==> src/rtl/cpu_pkg.sv <==
// cpu_pkg: shared datapath widths, reset PC and the fetch buffer entry type
package cpu_pkg;
  localparam int ADDR_W = 16;
  localparam int INSTR_W = 32;
  localparam logic [ADDR_W-1:0] RESET_PC = 16'h0000;
  typedef struct packed {
    logic [ADDR_W-1:0] pc;
    logic [INSTR_W-1:0] instr;
  } fetch_entry_t;
endpackage

==> src/rtl/fetch_fifo.sv <==
// fetch_fifo: 2-entry prefetch buffer with same-edge flush, push and pop
module fetch_fifo
  import cpu_pkg::*;
(
  input  logic         clk,
  input  logic         reset,
  input  logic         push,
  input  logic         pop,
  input  logic         flush,
  input  fetch_entry_t din,
  output logic [1:0]   count,
  output fetch_entry_t head
);
  fetch_entry_t e0, e1;
  logic [1:0] base;
  // base is how many old entries survive this edge, before the push lands
  assign base = flush ? 2'd0 : count - {1'b0, pop};
  assign head = count != 2'd0 ? e0 : '0;
  always_ff @(posedge clk) begin
    if (reset) begin
      count <= 2'd0;
      e0 <= '0;
      e1 <= '0;
    end else begin
      count <= base + {1'b0, push};
      e0 <= base == 2'd0 ? (push ? din : e0) : (pop ? e1 : e0);
      e1 <= base == 2'd1 && push ? din : e1;
    end
  end
endmodule

==> src/rtl/fetch_unit.sv <==
// fetch_unit: owns the PC, reads instruction memory and feeds decode via valid/ready
module fetch_unit
  import cpu_pkg::*;
(
  input  logic               clk,
  input  logic               reset,
  output logic [ADDR_W-1:0]  imem_addr,
  input  logic [INSTR_W-1:0] imem_data,
  input  logic               halt,
  input  logic               redirect,
  input  logic [ADDR_W-1:0]  redirect_pc,
  output logic               out_valid,
  input  logic               out_ready,
  output logic [INSTR_W-1:0] out_instr,
  output logic [ADDR_W-1:0]  out_pc
);
  logic [ADDR_W-1:0] pc, fetch_pc;
  logic [1:0] count;
  logic pop, fetch;
  fetch_entry_t head;
  assign fetch_pc = redirect ? redirect_pc : pc;
  assign imem_addr = reset ? RESET_PC : fetch_pc;
  assign out_valid = count != 2'd0;
  assign pop = out_valid & out_ready;
  // memory is still being initialised during reset, so nothing is fetched then
  assign fetch = !reset & !halt & (redirect | count != 2'd2 | pop);
  assign out_pc = head.pc;
  assign out_instr = head.instr;
  always_ff @(posedge clk) begin
    if (reset) pc <= RESET_PC;
    else pc <= fetch ? fetch_pc + 1'b1 : fetch_pc;
  end
  fetch_fifo u_fifo (
    .clk(clk),
    .reset(reset),
    .push(fetch),
    .pop(pop),
    .flush(redirect),
    .din('{pc: fetch_pc, instr: imem_data}),
    .count(count),
    .head(head)
  );
endmodule

==> config.mk <==
export PLATFORM = sky130hd
export DESIGN_NAME = fetch_unit
export DESIGN_NICKNAME = d
export VERILOG_FILES = /design/src/rtl/cpu_pkg.sv /design/src/rtl/fetch_fifo.sv /design/src/rtl/fetch_unit.sv
export SDC_FILE = /design/constraint.sdc
export NUM_CORES = 1
export LEC_CHECK = 0
export ABC_AREA = 1
export CAP_MARGIN = 40
export CORE_MARGIN = 1.5
export CORE_UTILIZATION = 52
export CTS_CLUSTER_DIAMETER = 100
export DETAILED_ROUTE_END_ITERATION = 16
export GPL_TIMING_DRIVEN = 0
export PLACE_DENSITY_LB_ADDON = 0.25
export SYNTH_ARGS = -nofsm -noshare
export SYNTH_HDL_FRONTEND = slang
export SYNTH_SLANG_ARGS = --single-unit
==> constraint.sdc <==
create_clock -name clk -period 2.2 [get_ports clk]
set_input_delay 0.33 -clock clk [delete_from_list [all_inputs] [get_ports clk]]
set_output_delay 0.33 -clock clk [all_outputs]
set_load 0.02 [all_outputs]
* After elaboration in Yosys (flattened, before gate mapping) *
Index checks and enable logic that the tools add are counted.

word-level totals
  bits in registers = 114
  bits of input ports = 53
  output and inout port bits = 65
  logic and storage cells = 32

cells by class
  add/sub/neg operators = 3
  equality and inequality tests = 3
  muxes and demuxes = 8
  bitwise gates (word level) = 5
  reduce and logical (&&, ||, !) cells = 7

operators by type and width
  cell                     number
  $mux W48                 4
  $mux W16                 3
  $add A16 B1 Y16 const B  1
  $ne A2 B2 Y1 const B     2
  $reduce_bool A2 Y1       2
  $and A1 B1 Y1            3
  $add A2 B1 Y2            1
  $eq A2 B1 Y1 const B     1
  $logic_not A1 Y1         2
  $logic_not A2 Y1         1
  $mux W2                  1
  $or A1 B1 Y1             2
  $reduce_and A2 Y1        1
  $sub A2 B1 Y2            1
  $logic_and A1 B1 Y1      1

* Depth between registers and ports, before layout *
  depth after elaboration = 7
  gate-level depth with buffers = 14
  depth with buffers taken out = 13

* Cells and area by module *
From an unflattened synthesis, not the netlist that was laid out.

second synthesis, totals
  cell total of the unflattened synthesis = 988
  area, all modules = 6337.3 um^2

by module, submodules not included
  module      instances  cells each  area each (um^2)  seq. area each (um^2)
  fetch_fifo  1          765         4928.5            1961.9
  fetch_unit  1          223         1408.9            320.3

* Worst setup path before layout *
No wires, ideal clock.

  kind = reg2reg
  from = reg u_fifo.count[1]
  to = reg u_fifo.e0[11] (netlist bit)
  library setup time = 0.116 ns
  arrival time = 1.799 ns
  data required time = 2.084 ns
  path slack = 0.285 ns
  cell stages (with the launch flop) = 14
  path buffers = 2
  period minus slack after synthesis = 1.915 ns
  path through = dfxtp_1 > nor2_1 > nor2_1 > ha_1 > xnor2_2 > nor2_2 > nor2_2 > nand2_1 > nand2_2 > inv_2 > buf_6 > buf_6 > nor2_1 > nor2_1

between the ends
  cells in the longest elaborated chain, start to end = 7
  elaborated cells between the ends (all ways) = 13
  classes of those cells = add/sub: 1; eq/ne: 2; mux: 2; bitwise: 4; reduce/logical: 4

RTL lines
  element                                                              RTL line          RTL
  from (decl)                                                          fetch_fifo.sv:11  output logic [1:0] count,
  from (signal assigned)                                               fetch_fifo.sv:25  count <= base + {1'b0, push};
  $reduce_bool A2 Y1                                                   fetch_unit.sv:23  assign out_valid = count != 2'd0;
  $and A1 B1 Y1                                                        fetch_unit.sv:24  assign pop = out_valid & out_ready;
  $sub A2 B1 Y2                                                        fetch_fifo.sv:17  assign base = flush ? 2'd0 : count - {1'b0, pop};
  $mux W2                                                              fetch_fifo.sv:17
  $logic_not A2 Y1                                                     fetch_fifo.sv:26  e0 <= base == 2'd0 ? (push ? din : e0) : (pop ? e1 : e0);
  $ne A2 B2 Y1 (no line) / $reduce_bool A2 Y1 (equally long branches)  -
  $reduce_and A2 Y1 (no line)                                          -
  to (signal assigned)                                                 fetch_fifo.sv:26
  to (decl)                                                            fetch_fifo.sv:14  fetch_entry_t e0, e1;

Several ways; a longest one is shown, not always the timed one.
A chain may end at the register's enable or synchronous reset.

* Final worst setup path *
  from = reg u_fifo.count[1]
  to = reg u_fifo.e1[21] (netlist bit)

between the ends
  cells in the longest elaborated chain, start to end = 6
  elaborated cells between the ends (all ways) = 10
  classes of those cells = add/sub: 1; eq/ne: 2; mux: 1; bitwise: 4; reduce/logical: 2

RTL lines
  element                  RTL line          RTL
  $reduce_bool A2 Y1       fetch_unit.sv:23
  $and A1 B1 Y1            fetch_unit.sv:24
  $sub A2 B1 Y2            fetch_fifo.sv:17
  $mux W2                  fetch_fifo.sv:17
  $eq A2 B1 Y1             fetch_fifo.sv:27  e1 <= base == 2'd1 && push ? din : e1;
  $logic_and A1 B1 Y1 (*)  fetch_fifo.sv:27
  to (signal assigned)     fetch_fifo.sv:27
  to (decl)                fetch_fifo.sv:14

Mark *: on every way between the ends. The rest lies on a longest branch, timed or not.

==> run_results.csv <==
group,metric,value,unit
sta,skew,0.01044,ns
grt,grt_pass1_wl,25490,µm
final_layout,ff_latch_area,2283,µm²
outcome,failed_checks,"DRC",
worst_setup_path,crit_chain,"nor2_4, nor2_2, ha_1, nor2_4, inv_1, nor2_4, nand2_2, buf_4, buf_4, o21ai_1, nor2_1",
worst_setup_path,cpMostUsedCell,"nor2_4",
detailed_routing,wl_per_cell,13.23,µm
grt,grt_start_max_net_pins,17,
detailed_routing,wl_met3,1184,µm
power,leakage,3.706,nW
worst_setup_path,start_kind,"flop",
sta,slew_headroom,57.17,%
floorplan,dieArea,11570,µm²
grt,track_usage,28.05,%
sta,tightest_slew,0.6424,ns
clocking,h-tree-depth,4,
grt,globalRouteOverflowTotal,0,
detailed_routing,vias,6016,
worst_setup_path,crit_path_end_kind,"flop",
sta,fin_crit,2.146,ns
worst_setup_path,crit_fanout,10,
grt,antenna_found_initial,0,
yosys,netlist_area,5688,µm²
yosys,synthMuxAreaShare,0.1760,%
sta,fmax,0.4660,GHz
detailed_routing,first_pass_iters,14,
clocking,root_buffer,"clkbuf_8",
final_layout,fillerInstances,909,
worst_setup_path,critPathBufInv,3,
worst_setup_path,cp_top_family,"simple AND/OR/NAND/NOR gates",
detailed_routing,drc,1,
final_layout,final_net_count,1114,
detailed_routing,wl_met1,6917,µm
clocking,cts_buffers,17,
placement,gp_congestion,0.9371,
yosys,synth-simple-area-share,34.54,%
detailed_routing,routed.top_layer,"met4",
worst_setup_path,critPathArrivalTime,2.55,ns
sta,finalSetupViolCount,0,
clocking,clk_pin_slew,0.06,ns
yosys,synth_seq_area_share,40.12,%
detailed_routing,postRouteAntennaNets,0,
yosys,ys_types,26,
yosys,ys_ff_latch,114,
worst_setup_path,critical_path_class,"reg -> reg",
placement,pre_cts_slack,-0.4016,ns
yosys,avgSynthCellArea,6.203,µm²
final_layout,diodes,0,
min_path,hp-start,"redirect",
yosys,synth_warnings,0,
final_layout,multi_input_area,2765,µm²
sta,period_share,97.55,%
yosys,synthCells,917,
worst_setup_path,critPathLaunch,"u_fifo.count[1]$_SDFF_PP0_",
yosys,syn-num-nets,972,
job,drv_cap,0,
floorplan,row_count,38,
clocking,insertion_delay,0.51,ns
detailed_routing,routed_wl,16010,µm
floorplan,dieWidth,107.6,µm
final_layout,syn_to_final_growth,35.28,%
clocking,clockBufferDepth,2,
detailed_routing,drt-initial-drc-count,517,
clocking,cts.sinks,114,
floorplan,die_h,107.6,µm
min_path,hold_class,"in -> reg",
worst_setup_path,crit_slowest_cell,"dfxtp_2",
power,cellPowerDensity,786.4,nW/µm²
yosys,synth_compound_area_share,12.47,%
power,ir_worst_vdd,0.5483,mV
sta,report.final.slew_viol_count,0,
worst_setup_path,crit_required,2.61,ns
floorplan,ios,118,
clocking,cts_tree,"yes",
detailed_routing,via_per_inst,4.972,
floorplan,initial_core_util,52.93,%
worst_setup_path,rr_startpoint,"u_fifo.count[1]$_SDFF_PP0_",
placement,hpwl,10800,µm
placement,portBuffers,116,
yosys,synth_top_area_share,40.12,%
final_layout,most-common-layout-cells,"nor2_1 (281), nand2_1 (201), dfxtp_1 (113)",
clocking,hold_buffers,0,
final_layout,final_common_cell,"nor2_1",
power,finalPower,6.051,mW
floorplan,core-area,10750,µm²
final_layout,drive_above_1_share,9.252,%
grt,grt_pass1_vias,5463,
yosys,synth_fa_ha_area_share,0.4399,%
sta,hold_viol,0,
outcome,outcome,"finished, violations left",
yosys,synth_top_family_by_area,"simple AND/OR/NAND/NOR gates",
yosys,yosysTopAreaCell,"dfxtp_1",
detailed_routing,met2_length,7497,µm
yosys,synth_area_leaders,"dfxtp_1 (40%), nor2_1 (19%), nand2_1 (13%)",
yosys,synth-xor-area-share,0.2860,%
worst_setup_path,cpPeakStageDelay,0.35,ns
sta,fin_ws,0.05393,ns
[cell type report]
class	instances	area share (%)
Sequential cell	114	29.67
Clock inverter	10	1.740
Clock buffer	20	5.919
Timing Repair Buffer	123	15.02
Multi-Input combinational cell	653	35.93
Buffer	53	4.667
Tap cell	140	2.276
Inverter	97	4.764
[path summary, 6_finish.rpt]
kind,depth (start not counted),endpoint,slack (ns)
worst min-delay path,4,u_fifo.count[1]$_SDFF_PP0_,0.27
worst max-delay path,11,u_fifo.e1[21]$_SDFFE_PP0P_,0.05
worst max register to register,11,u_fifo.e1[21]$_SDFFE_PP0P_,0.05
worst min register to register,2,u_fifo.e1[5]$_SDFFE_PP0P_,0.48
[synthesized netlist by cell type]
master    number
o22ai_1        1
buf_6         10
nor3_1         3
buf_4          7
inv_2          3
nand3_2        1
nor2_4         1
nand3_1        6
xnor2_2        1
o21ai_0      111
a21oi_1        5
ha_1           2
inv_4          1
o21ai_1       23
nand2_2        2
inv_1         93
dfxtp_1      114
nand2_1      201
o21a_1         1
nand4_1        4
mux2i_1        1
clkbuf_1      24
nor2_1       283
buf_2         11
buf_1          1
nor2_2         7
[logic make-up (layout without fill, tap and decap cells)]
logic type      Yosys count  count (layout)
simple gates            508             508
buf+inv                 150             303
compound gates          141             141
flops                   114             114
fa+ha+maj                 2               2
xor+xnor                  1               1
mux                       1               1
[report_power, final]
part | internal, mW | switching, mW | leakage, nW
Sequential | 2.20 | 0.0642 | 0.933
Combinational | 0.409 | 0.646 | 2.48
Clock | 1.79 | 0.936 | 0.288
Total | 4.41 | 1.65 | 3.71
[worst reg2reg max path, cell delays in order (launching register included)]
cell     delay [ns]
dfxtp_2        0.35
nor2_4         0.19
nor2_2         0.07
ha_1           0.31
nor2_4         0.15
inv_1          0.12
nor2_4         0.17
nand2_2        0.11
buf_4          0.20
buf_4          0.18
o21ai_1        0.15
nor2_1         0.05
[registers in the layout, summed over array words and instances, names as in the netlist]
signal	flops
u_fifo.e1	48
pc	16
u_fifo.e0	48
u_fifo.count	2
[repair_timing]
| item | in CTS | in global routing |
|---|---|---|
| setup buffers | 1 | 6 |
| gates resized for setup | 85 | 22 |
| setup endpoints to repair | 160 | 120 |
| pin swaps | 0 | 5 |
[layer usage]
layer	track usage, %	vias to the layer above
met3	5.690	45
met2	45.45	249
li1	-	3079
met1	36.71	2643
met5	0	-
met4	10.90	0
[per-stage QoR]
| stage | setup TNS, ns | std cells | hold WS (ns) | utilization, % | instance area [µm²] |
|---|---|---|---|---|---|
| finish | 0 | 1210 | 0.2672 | 71.61 | 7695 |
| global route | -0.2868 | 1210 | 0.2980 | 71.61 | 7695 |
| CTS | 0 | 1204 | 0.1996 | 70.66 | 7592 |
| detailed placement | -31.09 | 1173 | 0.4666 | 65.37 | 7024 |
| global placement | -29.50 | 1173 | 0.4570 | 65.37 | 7024 |
| floorplan | 0 | 917 | 0.4398 | - | 5688 |
No activity file was read; power rests on OpenSTA's default activity.
